### src/rtl/serial_adder_ctrl_pkg.sv
// Shared definitions for the bit-serial adder controller.
// Optional build macro: SERIAL_ADD_SUB_EN (adds two's-complement subtraction).
package serial_adder_ctrl_pkg;

    // Default operand/result width in bits (legal range 2..32)
    localparam int unsigned DEFAULT_WIDTH = 8;

    // Controller states
    typedef enum logic [1:0] {
        ST_IDLE = 2'd0,
        ST_RUN  = 2'd1,
        ST_DONE = 2'd2
    } state_e;

endpackage

### src/rtl/serial_adder_ctrl_bit_fa.sv
// Single-bit full-adder cell: sum bit plus generate/propagate terms.
module bit_fa (
    input  logic a,
    input  logic b,
    input  logic c,
    output logic s,
    output logic g,
    output logic p
);

    // Sum, generate and propagate for one bit position
    assign s = a ^ b ^ c;
    assign g = a & b;
    assign p = a | b;

endmodule

### src/rtl/serial_adder_ctrl.sv
// Bit-serial adder controller: one bit per cycle, LSB first, through one
// full-adder cell. Optional build macro: SERIAL_ADD_SUB_EN enables a - b
// when sub is captured high at start.
module serial_adder_ctrl
    import serial_adder_ctrl_pkg::*;
#(
    parameter int unsigned WIDTH = DEFAULT_WIDTH
) (
    input  logic             clk,
    input  logic             rst,
    input  logic             start,
    input  logic [WIDTH-1:0] a,
    input  logic [WIDTH-1:0] b,
    input  logic             c_in,
    input  logic             sub,
    output logic             busy,
    output logic             done,
    output logic [WIDTH-1:0] sum,
    output logic             c_out,
    output logic             ovf,
    output logic             zero
);

    localparam int unsigned      CNT_W    = $clog2(WIDTH) + 1;
    localparam logic [CNT_W-1:0] LAST_BIT = CNT_W'(WIDTH - 1);

    state_e             state;
    logic [CNT_W-1:0]   cnt;
    logic [WIDTH-1:0]   a_sr;
    logic [WIDTH-1:0]   b_sr;
    logic [WIDTH-1:0]   s_sr;
    logic               carry;

    logic               fa_s;
    logic               fa_g;
    logic               fa_p;
    logic               carry_nxt_c;
    logic [WIDTH-1:0]   sum_fill_c;
    logic [WIDTH-1:0]   b_load_c;
    logic               c_load_c;

    // The one full-adder cell, fed from the low bits of the operand shifters
    bit_fa u_fa (
        .a (a_sr[0]),
        .b (b_sr[0]),
        .c (carry),
        .s (fa_s),
        .g (fa_g),
        .p (fa_p)
    );

    // Carry chain step and MSB-first fill of the result shifter
    assign carry_nxt_c = fa_g | (fa_p & carry);
    assign sum_fill_c  = {fa_s, s_sr[WIDTH-1:1]};

`ifdef SERIAL_ADD_SUB_EN
    // Subtraction loads ~b with a forced carry-in of 1
    assign b_load_c = sub ? ~b : b;
    assign c_load_c = sub ? 1'b1 : c_in;
`else
    // Add-only build: sub has no path into the datapath
    logic unused_sub;
    assign unused_sub = sub;
    assign b_load_c   = b;
    assign c_load_c   = c_in;
`endif

    // Controller FSM, datapath shifters and registered result flags
    always_ff @(posedge clk) begin
        if (rst) begin
            state <= ST_IDLE;
            cnt   <= '0;
            a_sr  <= '0;
            b_sr  <= '0;
            s_sr  <= '0;
            carry <= 1'b0;
            busy  <= 1'b0;
            done  <= 1'b0;
            sum   <= '0;
            c_out <= 1'b0;
            ovf   <= 1'b0;
            zero  <= 1'b1;
        end else begin
            done <= 1'b0;
            case (state)
                ST_IDLE, ST_DONE: begin
                    if (start) begin
                        a_sr  <= a;
                        b_sr  <= b_load_c;
                        s_sr  <= '0;
                        carry <= c_load_c;
                        cnt   <= '0;
                        busy  <= 1'b1;
                        state <= ST_RUN;
                    end else begin
                        state <= ST_IDLE;
                    end
                end
                ST_RUN: begin
                    a_sr  <= a_sr >> 1;
                    b_sr  <= b_sr >> 1;
                    s_sr  <= sum_fill_c;
                    carry <= carry_nxt_c;
                    cnt   <= cnt + CNT_W'(1);
                    if (cnt == LAST_BIT) begin
                        // carry holds the carry into the MSB on this last step
                        sum   <= sum_fill_c;
                        c_out <= carry_nxt_c;
                        ovf   <= carry ^ carry_nxt_c;
                        zero  <= (sum_fill_c == '0);
                        done  <= 1'b1;
                        busy  <= 1'b0;
                        state <= ST_DONE;
                    end
                end
                default: begin
                    busy  <= 1'b0;
                    state <= ST_IDLE;
                end
            endcase
        end
    end

endmodule

### config.mk
export PLATFORM = sky130hd
export DESIGN_NAME = serial_adder_ctrl
export DESIGN_NICKNAME = d
export VERILOG_FILES = /design/src/rtl/serial_adder_ctrl_pkg.sv /design/src/rtl/serial_adder_ctrl_bit_fa.sv /design/src/rtl/serial_adder_ctrl.sv
export SDC_FILE = /design/constraint.sdc
export NUM_CORES = 1
export LEC_CHECK = 0
export BUFFER_PORTS_ARGS = -buffer_cell sky130_fd_sc_hd__buf_2
export CAP_MARGIN = 15
export CORE_MARGIN = 5
export CORE_UTILIZATION = 48
export CTS_BUF_LIST = sky130_fd_sc_hd__clkbuf_8 sky130_fd_sc_hd__clkbuf_16
export DETAILED_ROUTE_END_ITERATION = 10
export PLACE_DENSITY = 0.74
export SLEW_MARGIN = 40
export SYNTH_ARGS = -nofsm -noshare
export SYNTH_HDL_FRONTEND = slang
export SYNTH_SLANG_ARGS = --single-unit
### constraint.sdc
create_clock -name clk -period 1.2 [get_ports clk]
set_input_delay 0.12 -clock clk [delete_from_list [all_inputs] [get_ports clk]]
set_output_delay 0.12 -clock clk [all_outputs]
set_load 0.05 [all_outputs]
==> results.py, run 1 <==
metrics = {
    "setup_path": {
        "crit_family": "adder cells",
        "required_ns": 1.39,
        "worstPathMaxFanout": 3,
        "crit_buf_inv": 0,
        "worstReg2RegEnd": "zero$_SDFFE_PP1P_",
        "rr_worst_depth": 4,
        "crit_path_end_kind": "flip-flop",
        "rr_startpoint": "a_sr[0]$_SDFFE_PP0P_",
        "crit_type": "flip-flop to flip-flop",
        "cpMaxStageDelayCell": "fa_2",
        "crit_path_start_kind": "flip-flop",
        "crit_cells": 4,
        "slowest_delay_ns": 0.59,
        "arrival_ns": 1.43,
        "worstPathCellList": "fa_2 -> nor4_2 -> nand4_1 -> nand3_1",
        "r2r_setup_slack_ns": -0.04,
    },
    "power_and_ir_drop": {
        "finalPower_mw": 2.970,
        "peakVddDrop_mv": 0.7675,
        "power.share.clock": 0.364,
        "p_int_mw": 2.252,
        "leakage_nw": 0.8455,
        "seqPwrFrac": 0.510,
        "pwr-share-comb": 0.125,
        "switching_share": 0.2418,
        "p_switching_mw": 0.7181,
        "power_density_nw_per_um2": 1341,
    },
    "drt": {
        "drt_iter0_drc": 144,
        "wl_per_cell_um": 14.29,
        "drtAntennaViolNets": 0,
        "drt_first_pass_iters": 4,
        "num_vias": 1590,
        "viasPerCell": 5.599,
        "finalWirelength_mm": 4.058,
        "drc": 0,
    },
    "synthesis": {
        "async_reset_ff_frac": 0,
        "ys.warnings.count": 0,
        "ys.flop_type": "dfxtp_1",
        "yosys.cell_types.count": 29,
        "syn_avg_cell_area_um2": 8.954,
        "ys_seq_elements": 43,
        "synth_edf_count": 0,
        "netlist_area_um2": 1773,
        "seq_area_frac_synth": 0.4855,
        "synth_nets": 221,
        "synthCells": 198,
    },
    "die": {
        "num_rows": 22,
        "die_area_um2": 5009,
        "coreArea_um2": 3606,
        "start_util": 0.4917,
        "die_h_um": 70.78,
        "chipWidth_um": 70.78,
        "io_pins": 34,
    },
    "clock_tree": {
        "clock-sinks": 43,
        "cts_tree": "yes",
        "clock_latency_ns": 0.29,
        "h-tree-depth": 2,
        "cts_setup_buffers": 0,
        "cts-root-buf": "clkbuf_8",
        "path_clk_slew_ns": 0.08,
        "cts_buffer_depth": 2,
        "numCtsBuffers": 5,
    },
    "sta": {
        "finalSetupViolCount": 2,
        "setup_ws_ns": -0.04402,
        "hold_violations": 0,
        "fin_tns_setup_ns": -0.05163,
        "fmax_mhz": 803.8,
        "maxSlewViolCount": 0,
        "period_minus_slack_ns": 1.244,
        "period_share": 1.037,
        "skew_ns": 0.008166,
        "slew_headroom": 0.8106,
        "worst_pin_slew_ns": 0.2834,
        "rsz0062_at_grt": "true",
    },
    "place": {
        "port_buffers": 32,
        "post-dp-hpwl_mm": 2.676,
        "placed_cell_area_um2": 2018,
        "routabilityCongestion": 0.8132,
    },
    "min_path": {
        "hold_start": "b[7]",
        "whs_endpoint": "b_sr[7]$_SDFFE_PP0P_",
        "min_delay_path_depth": 3,
        "hp-class": "primary input to flip-flop",
    },
    "global_route": {
        "antenna_found_initial": 0,
        "grt_max_degree": 23,
        "grt_pass1_vias": 1466,
        "gr-total-overflow": 0,
        "grt_pass1_wl_mm": 6.575,
        "grt_use_total": 0.1623,
    },
    "layout": {
        "post-route-util": 0.6142,
        "nets": 259,
        "area_growth_pct": 24.91,
        "diodes": 0,
        "layout-drive-gt1-share": 0.3390,
        "finalInstanceArea_um2": 2215,
    },
    "outcome": {
        "violations": "negative setup slack",
        "status": "complete, but fails checks",
    },
    "flow_run": {
        "max_cap_violations": 0,
    },
}
sequential cells by signal, summed over array words and instances, names as in the netlist:
register	flops
done	1
zero	1
cnt	4
state	2
a_sr	8
s_sr	7
ovf	1
busy	1
b_sr	8
carry	1
sum	8
c_out	1
per-layer routing:
metal  track usage  vias to the layer above  wire length (um)
met5             0                        -                 0
met1        0.2058                      740              1782
met4       0.07516                        0               114
li1              -                      791                 -
met3       0.05256                       13               281
met2        0.2503                       46              1879
layout by cell type (no fill, tap or decap), types with 2 or more instances in the layout:
cell type and instances:
a22oi_2 5, nand4_1 2, nand2b_1 2, nor3_1 2
buf_4 13, buf_2 32, o21ai_0 9, clkbuf_8 5
nand3_1 35, a22oi_1 10, dfxtp_2 6, nor2_1 2
buf_12 2, buf_6 4, a21oi_1 37, nand2_1 10
o21ai_1 2, dfxtp_1 37
area by class of cell:
cell class	instances	area, um^2
fillers	321	1391
flip-flops and latches	43	868.3
multi-input cells	134	833.3
repair buffers	51	342.8
clock buffers	5	68.82
well taps	48	60.06
clock inverters	2	37.54
inverters	1	3.754
power by group through the flow:
| stage | combinational, mW | clock (mW) | sequential, mW |
|---|---|---|---|
| 6_report | 0.373 | 1.08 | 1.52 |
| 5_1_grt | 0.418 | 1.17 | 1.52 |
| 4_1_cts | 0.342 | 1.10 | 1.51 |
| 3_5_place_dp | 0.341 | 0 | 1.54 |
| 3_3_place_gp | 0.339 | 0 | 1.54 |
| 2_1_floorplan | 0.239 | 0 | 1.55 |
cells in the mapped netlist (3+ instances only):
| master | number | area, um^2 |
|---|---|---|
| dfxtp_1 | 43 | 860.8 |
| nand2_1 | 10 | 37.54 |
| nand3_1 | 36 | 180.2 |
| a22oi_1 | 15 | 112.6 |
| nand2b_1 | 3 | 18.77 |
| o21ai_0 | 11 | 55.05 |
| a21oi_1 | 38 | 190.2 |
| clkbuf_1 | 6 | 22.52 |
| buf_6 | 3 | 33.78 |
| buf_4 | 9 | 67.56 |
repair_timing:
item                                   4_1_cts  5_1_grt
hold buffers                                 0        0
setup endpoints to repair                    8       34
endpoints found under the hold margin        0        0
gates resized for setup                      8       18
pin swaps                                    3        3
tightest hold or removal path: stages:
cell and delay, ns:
buf_2 0.09, nand2_1 0.04, a21oi_1 0.05
cell families after synthesis:
| logic type | after synthesis | share of synthesized area |
|---|---|---|
| and+or+nand+nor | 62 | 0.1793 |
| DFF | 43 | 0.4855 |
| muxes | 2 | 0.01482 |
| buffers and inverters | 21 | 0.07762 |
| AOI/OAI and AO/OA | 67 | 0.2195 |
| xor gates and xnor gates | 1 | 0.004941 |
| adders and majority gates | 2 | 0.01835 |
stage by stage:
step	std cells	worst slack [ns]	hold slack [ns]
global placement	277	-0.04484	0.3605
global route	284	-0.1501	0.07514
finish	284	-0.04402	0.05786
floorplan	198	-0.0009394	0.2560
CTS	284	-0.05643	0.05072
detailed placement	277	-0.05734	0.3697
worst max path at each step:
stage | to | start | slack [ns]
2_1_floorplan | zero$_SDFFE_PP1P_ | b_sr[0]$_SDFFE_PP0P_ | -0.0009
3_3_place_gp | zero$_SDFFE_PP1P_ | b_sr[0]$_SDFFE_PP0P_ | -0.04
3_5_place_dp | zero$_SDFFE_PP1P_ | b_sr[0]$_SDFFE_PP0P_ | -0.06
4_1_cts | zero$_SDFFE_PP1P_ | a_sr[0]$_SDFFE_PP0P_ | -0.06
5_1_grt | zero$_SDFFE_PP1P_ | a_sr[0]$_SDFFE_PP0P_ | -0.15
6_report | zero$_SDFFE_PP1P_ | a_sr[0]$_SDFFE_PP0P_ | -0.04
Power figures use the tool's default switching activity.
==> inputs of run 2 (changes only) <==
SETUP_SLACK_MARGIN = 0.15   (was default)
clock period = 1.1 ns   (was 1.2 ns; I/O delays follow)
==> run 2 against run 1 <==
Effect of this change: the run still ends with negative setup slack left; sequential cell count unchanged; via count grew 18%; sequential power rose by 9.9%; final area grew 42%; register-to-register slack got worse by 0.16 ns; wire length increased by 72%.
==> results.py, run 2 (same netlist as run 1, synthesis figures left out) <==
metrics = {
    "power_and_ir_drop": {
        "finalPower_mw": 3.959,
        "pwr-share-comb": 0.221,
        "power.share.clock": 0.357,
        "leakage_nw": 1.172,
        "p_switching_mw": 1.076,
        "peakVddDrop_mv": 1.304,
        "power_density_nw_per_um2": 1258,
        "switching_share": 0.2717,
        "seqPwrFrac": 0.423,
        "p_int_mw": 2.883,
    },
    "setup_path": {
        "worstPathMaxFanout": 3,
        "cpMaxStageDelayCell": "fa_2",
        "crit_type": "flip-flop to flip-flop",
        "required_ns": 1.29,
        "crit_path_end_kind": "flip-flop",
        "worstPathCellList": "fa_2 -> nor4_4 -> nand4_1 -> nand3_1",
        "crit_path_start_kind": "flip-flop",
        "arrival_ns": 1.49,
        "slowest_delay_ns": 0.63,
    },
    "clock_tree": {
        "cts-root-buf": "clkbuf_8",
        "cts_buffer_depth": 2,
        "clock-sinks": 43,
        "cts_tree": "yes",
        "clock_latency_ns": 0.31,
        "h-tree-depth": 2,
        "numCtsBuffers": 5,
        "path_clk_slew_ns": 0.09,
    },
    "global_route": {
        "grt_pass1_wl_mm": 8.970,
        "antenna_found_initial": 0,
        "grt_pass1_vias": 1868,
        "gr-total-overflow": 0,
        "grt_max_degree": 27,
        "grt_use_total": 0.2241,
    },
    "drt": {
        "routed.top_layer": "met4",
        "drt_first_pass_iters": 4,
        "wl_per_cell_um": 22.57,
        "finalWirelength_mm": 6.973,
        "drtAntennaViolNets": 0,
        "drc": 0,
        "met3_length_um": 408,
        "wl_met1_mm": 2.804,
        "num_vias": 1884,
        "viasPerCell": 6.097,
        "drt_iter0_drc": 164,
        "wl_met2_mm": 3.573,
    },
    "sta": {
        "period_share": 1.182,
        "whs_ns": 0.05843,
        "fmax_mhz": 769.2,
        "period_minus_slack_ns": 1.300,
        "setup_ws_ns": -0.2000,
        "finalSetupViolCount": 41,
        "worst_pin_slew_ns": 0.4178,
        "slew_headroom": 0.7215,
        "rsz0062_at_grt": "true",
        "maxSlewViolCount": 0,
        "skew_ns": 0.01236,
        "hold_violations": 0,
    },
    "die": {
        "num_rows": 22,
        "chipWidth_um": 70.78,
        "coreArea_um2": 3606,
        "die_area_um2": 5009,
        "die_h_um": 70.78,
        "start_util": 0.4917,
        "io_pins": 34,
    },
    "outcome": {
        "violations": "negative setup slack",
        "status": "complete, but fails checks",
    },
    "place": {
        "routabilityCongestion": 0.7863,
        "post-dp-hpwl_mm": 2.809,
        "port_buffers": 32,
    },
    "layout": {
        "layout-drive-gt1-share": 0.7011,
        "area_growth_pct": 77.56,
        "nets": 283,
        "reg_top3": "a_sr: 8 flops, b_sr: 8 flops, sum: 8 flops",
        "layout_common_cells": "a21oi_2 (28), dfxtp_1 (28), buf_6 (24)",
        "diodes": 0,
    },
    "flow_run": {
        "max_cap_violations": 0,
    },
    "min_path": {
        "hp-class": "primary input to flip-flop",
    },
}
## run 2: changes by cell type in the layout (fill, tap and decap cells not counted), moves of 13 or more
cell	before	now
a21oi_2	1	28
nand3_1	35	17
a21oi_1	37	9
nand3_2	1	16
buf_6	4	24
buf_2	32	19
## run 2: what timing repair did
item                                    CTS  global route
hold buffers                              0             0
pin swaps                                28            26
setup buffers                             8             2
endpoints found under the setup margin   54            55
gates resized for setup                  62            67
cloned                                    7             3
## run 2: final cells by class
| type | count | area [um^2] |
|---|---|---|
| Clock buffer | 6 | 93.84 |
| Clock inverter | 2 | 37.54 |
| Fill cell | 158 | 457.9 |
| Inverter | 1 | 3.754 |
| Multi-Input combinational cell | 135 | 1202 |
| Sequential cell | 43 | 882.1 |
| Tap cell | 48 | 60.06 |
| Timing Repair Buffer | 74 | 868.3 |
## run 2: per-stage QoR
step | instances | utilization | TNS, ns | cell area (um^2) | worst slack, ns
final | 309 | 0.8730 | -4.553 | 3148 | -0.2000
after CTS | 304 | 0.7734 | -1.917 | 2789 | -0.1308
after global routing | 309 | 0.8730 | -5.914 | 3148 | -0.2307
after floorplan | 198 | - | -0.1644 | 1972 | -0.09170
after detailed placement | 281 | 0.6124 | -1.103 | 2208 | -0.1527
after global placement | 281 | 0.6124 | -0.5667 | 2208 | -0.1274
## run 2: worst paths after layout
check | start | endpoint | slack [ns] | depth (start not counted)
setup / recovery | a_sr[0]$_SDFFE_PP0P_ | zero$_SDFFE_PP1P_ | -0.20 | 4
hold / removal | a[7] | a_sr[7]$_SDFFE_PP0P_ | 0.06 | 3
setup reg to reg | a_sr[0]$_SDFFE_PP0P_ | zero$_SDFFE_PP1P_ | -0.20 | 4
hold reg to reg | a_sr[2]$_SDFFE_PP0P_ | a_sr[2]$_SDFFE_PP0P_ | 0.48 | 2
## run 2: worst max-delay path, delay by kind of cell (launching register included)
family        cells  cell delay, ns
flops             1            0.34
fa+ha+maj         1            0.63
simple gates      3            0.22
## run 2: power by group through the flow
| stage | clock, mW | sequential [mW] | combinational, mW |
|---|---|---|---|
| 4_1_cts | 1.39 | 1.66 | 0.684 |
| 6_report | 1.41 | 1.67 | 0.874 |
| 2_1_floorplan | 0 | 1.70 | 0.328 |
| 3_5_place_dp | 0 | 1.70 | 0.444 |
| 3_3_place_gp | 0 | 1.69 | 0.438 |
| 5_1_grt | 1.49 | 1.68 | 0.913 |
## run 2: routing by layer
metal / global-route usage / up-vias
met3: 0.05256 / 24
met1: 0.2751 / 938
met5: 0 / -
li1: - / 854
met4: 0.09395 / 0
met2: 0.3759 / 68
==> inputs of run 3 (changes only) <==
SLEW_MARGIN = default   (was 40)
SYNTH_HIERARCHICAL = 1   (was default)
==> run 3 against run 2 <==
Effect of this change: clock-buffer cell count unchanged; sequential cell count unchanged; critical path type unchanged; area after synthesis fell by 0.49%; clock power shrank 9%; non-clock buffer count is 7 lower; the flow still finishes with violations (negative setup slack); sequential power is essentially flat; register-to-register slack hardly changed; wire length fell by 13%; clock skew increased by 0.0048 ns; final area is 4.7% lower; largest power group unchanged.
==> results.py, run 3 <==
metrics = {
    "synthesis": {
        "ys.flop_type": "dfxtp_1",
        "syn_avg_cell_area_um2": 8.606,
        "netlist_area_um2": 1764,
        "async_reset_ff_frac": 0,
        "yosys.area.top_type": "dfxtp_1",
        "synth_common_cells": "dfxtp_1 (43), a21oi_1 (40), nand3_1 (34)",
        "synth_nets": 229,
        "synth_edf_count": 0,
        "ys_seq_elements": 43,
        "synthCells": 205,
        "seq_area_frac_synth": 0.4879,
        "synth_top_area_frac": 0.4879,
        "synth_area_leaders": "dfxtp_1 (49%), a21oi_1 (11%), nand3_1 (9.6%)",
        "ys.warnings.count": 6,
        "yosys.cell_types.count": 27,
        "yosysMostFrequentCell": "dfxtp_1",
    },
    "drt": {
        "num_vias": 1862,
        "met3_length_um": 446,
        "drt_first_pass_iters": 6,
        "drt_iter0_drc": 137,
        "wl_per_cell_um": 19.55,
        "finalWirelength_mm": 6.062,
        "wl_met1_mm": 2.363,
        "routed.top_layer": "met4",
        "viasPerCell": 6.006,
        "drc": 0,
        "drtAntennaViolNets": 0,
        "wl_met2_mm": 3.147,
    },
    "layout": {
        "layout_common_cells": "dfxtp_1 (27), nand3_1 (25), a21oi_2 (20)",
        "nets": 285,
        "layout-drive-gt1-share": 0.6718,
        "final_common_cell": "dfxtp_1",
        "diodes": 0,
        "reg_top3": "a_sr: 8 flops, b_sr: 8 flops, sum: 8 flops",
        "area_growth_pct": 70.07,
    },
    "global_route": {
        "grt_use_total": 0.2138,
        "antenna_found_initial": 0,
        "gr-total-overflow": 0,
        "grt_max_degree": 21,
        "grt_pass1_vias": 1819,
        "grt_pass1_wl_mm": 8.521,
    },
    "clock_tree": {
        "cts_tree": "yes",
        "h-tree-depth": 2,
        "numCtsBuffers": 5,
        "cts_buffer_depth": 2,
        "clock-sinks": 43,
        "hold_buffers": 0,
        "clock_latency_ns": 0.30,
        "cts-root-buf": "clkbuf_8",
        "path_clk_slew_ns": 0.09,
    },
    "place": {
        "port_buffers": 32,
        "place_ws_ns": -0.1212,
        "routabilityCongestion": 0.7681,
        "post-dp-hpwl_mm": 2.864,
    },
    "power_and_ir_drop": {
        "p_switching_mw": 0.9931,
        "switching_share": 0.2667,
        "power_density_nw_per_um2": 1241,
        "pwr-share-comb": 0.205,
        "finalPower_mw": 3.724,
        "peakVddDrop_mv": 1.223,
        "p_int_mw": 2.731,
        "leakage_nw": 1.097,
        "power.share.clock": 0.347,
        "seqPwrFrac": 0.448,
    },
    "sta": {
        "rsz0062_at_grt": "true",
        "fmax_mhz": 773.2,
        "period_share": 1.176,
        "worst_pin_slew_ns": 0.3197,
        "period_minus_slack_ns": 1.293,
        "fin_tns_setup_ns": -4.728,
        "finalSetupViolCount": 40,
        "hold_violations": 0,
        "setup_ws_ns": -0.1933,
        "skew_ns": 0.01720,
        "maxSlewViolCount": 0,
        "slew_headroom": 0.7849,
    },
    "setup_path": {
        "crit_family": "simple AND/OR/NAND/NOR gates",
        "crit_cells": 3,
        "worstPathCellList": "and2b_4 -> nand4_1 -> mux2_2",
        "crit_path_start_kind": "flip-flop",
        "rr_startpoint": "state[1]$_SDFFE_PP0P_",
        "crit_end": "cnt[3]$_SDFFE_PP0P_",
        "slowest_delay_ns": 0.40,
        "crit_buf_inv": 0,
        "crit_type": "flip-flop to flip-flop",
        "worstPathMaxFanout": 8,
        "arrival_ns": 1.49,
        "crit_path_end_kind": "flip-flop",
        "cpMaxStageDelayCell": "and2b_4",
        "required_ns": 1.30,
        "rr_worst_depth": 3,
        "critPathLaunch": "state[1]$_SDFFE_PP0P_",
        "r2r_setup_slack_ns": -0.19,
        "worstReg2RegEnd": "cnt[3]$_SDFFE_PP0P_",
    },
    "flow_run": {
        "max_cap_violations": 0,
    },
    "min_path": {
        "min_delay_path_depth": 3,
        "hp-class": "primary input to flip-flop",
    },
    "die": {
        "io_pins": 34,
        "start_util": 0.4892,
        "die_area_um2": 4988,
        "num_rows": 22,
        "chipWidth_um": 70.63,
        "coreArea_um2": 3606,
        "die_h_um": 70.63,
    },
    "outcome": {
        "violations": "negative setup slack",
        "status": "complete, but fails checks",
    },
}
run 3: cell types whose count changed after synthesis, moves of 2 or more:
cell,change
a211oi_1,+4
nand3_1,-2
inv_1,+2
nor2_1,+3
a21oi_1,+2
buf_2,+7
buf_4,-5
buf_6,-3
ha_1,+2
o21ai_0,-3
run 3: worst min-delay path by stage:
| stage | start | endpoint |
|---|---|---|
| 3_3_place_gp | b[7] | b_sr[7]$_SDFFE_PP0P_ |
| 4_1_cts | a[7] | a_sr[7]$_SDFFE_PP0P_ |
| 3_5_place_dp | b[7] | b_sr[7]$_SDFFE_PP0P_ |
| 2_1_floorplan | a[7] | a_sr[7]$_SDFFE_PP0P_ |
| 6_report | b[7] | b_sr[7]$_SDFFE_PP0P_ |
| 5_1_grt | b[7] | b_sr[7]$_SDFFE_PP0P_ |
run 3: cell families (layout without fill, tap and decap cells):
group / Yosys count / count (layout) / share of synthesized area
AO/OA/AOI/OAI: 68 / 68 / 0.2220
adder cells (fa/ha/maj): 3 / 3 / 0.02128
XOR/XNOR: 1 / 1 / 0.004965
multiplexers: 3 / 3 / 0.01844
flip-flops: 43 / 43 / 0.4879
AND/OR/NAND/NOR: 64 / 66 / 0.1816
buffers and inverters: 23 / 78 / 0.06383
run 3: area by class of cell:
cell class                 instances  area (um^2)
clock buffer                       6        82.58
clock inverter                     2        35.03
fill                             212        605.6
inverter                           3        11.26
multi-input combinational        141         1224
sequential                        43        883.3
tap                               48        60.06
timing repair buffer              67        704.4
run 3: stage by stage:
| step | instance area [um^2] | util | hold WS (ns) | instances |
|---|---|---|---|---|
| after floorplan | 2039 | - | 0.2459 | 205 |
| after global placement | 2261 | 0.6270 | 0.3518 | 286 |
| after detailed placement | 2261 | 0.6270 | 0.3554 | 286 |
| after CTS | 2751 | 0.7630 | 0.03348 | 306 |
| after global routing | 3000 | 0.8321 | 0.05723 | 310 |
| final | 3000 | 0.8321 | 0.05071 | 310 |
run 3: worst min-delay path, delay by kind of cell:
kind                   cells  cell delay (ns)
buffers and inverters      1             0.10
AND/OR/NAND/NOR            1             0.04
AO/OA/AOI/OAI              1             0.04
run 3: timing repair:
action	in CTS	in global routing
setup endpoints to repair	55	53
pin swaps	13	12
gates resized for setup	54	56
buffers inserted	5	3
gates cloned	7	1
run 3: routing by layer:
metal / vias up / track usage
met2: 71 / 0.3825
met4: 0 / 0.06681
met3: 12 / 0.05540
met1: 921 / 0.2496
met5: - / 0
li1: 858 / -
run 3: power groups by stage:
stage / registers [mW] / clock network (mW) / logic, mW
2_1_floorplan: 1.70 / 0 / 0.351
3_3_place_gp: 1.69 / 0 / 0.451
5_1_grt: 1.67 / 1.39 / 0.811
4_1_cts: 1.66 / 1.30 / 0.663
6_report: 1.67 / 1.29 / 0.764
3_5_place_dp: 1.69 / 0 / 0.460
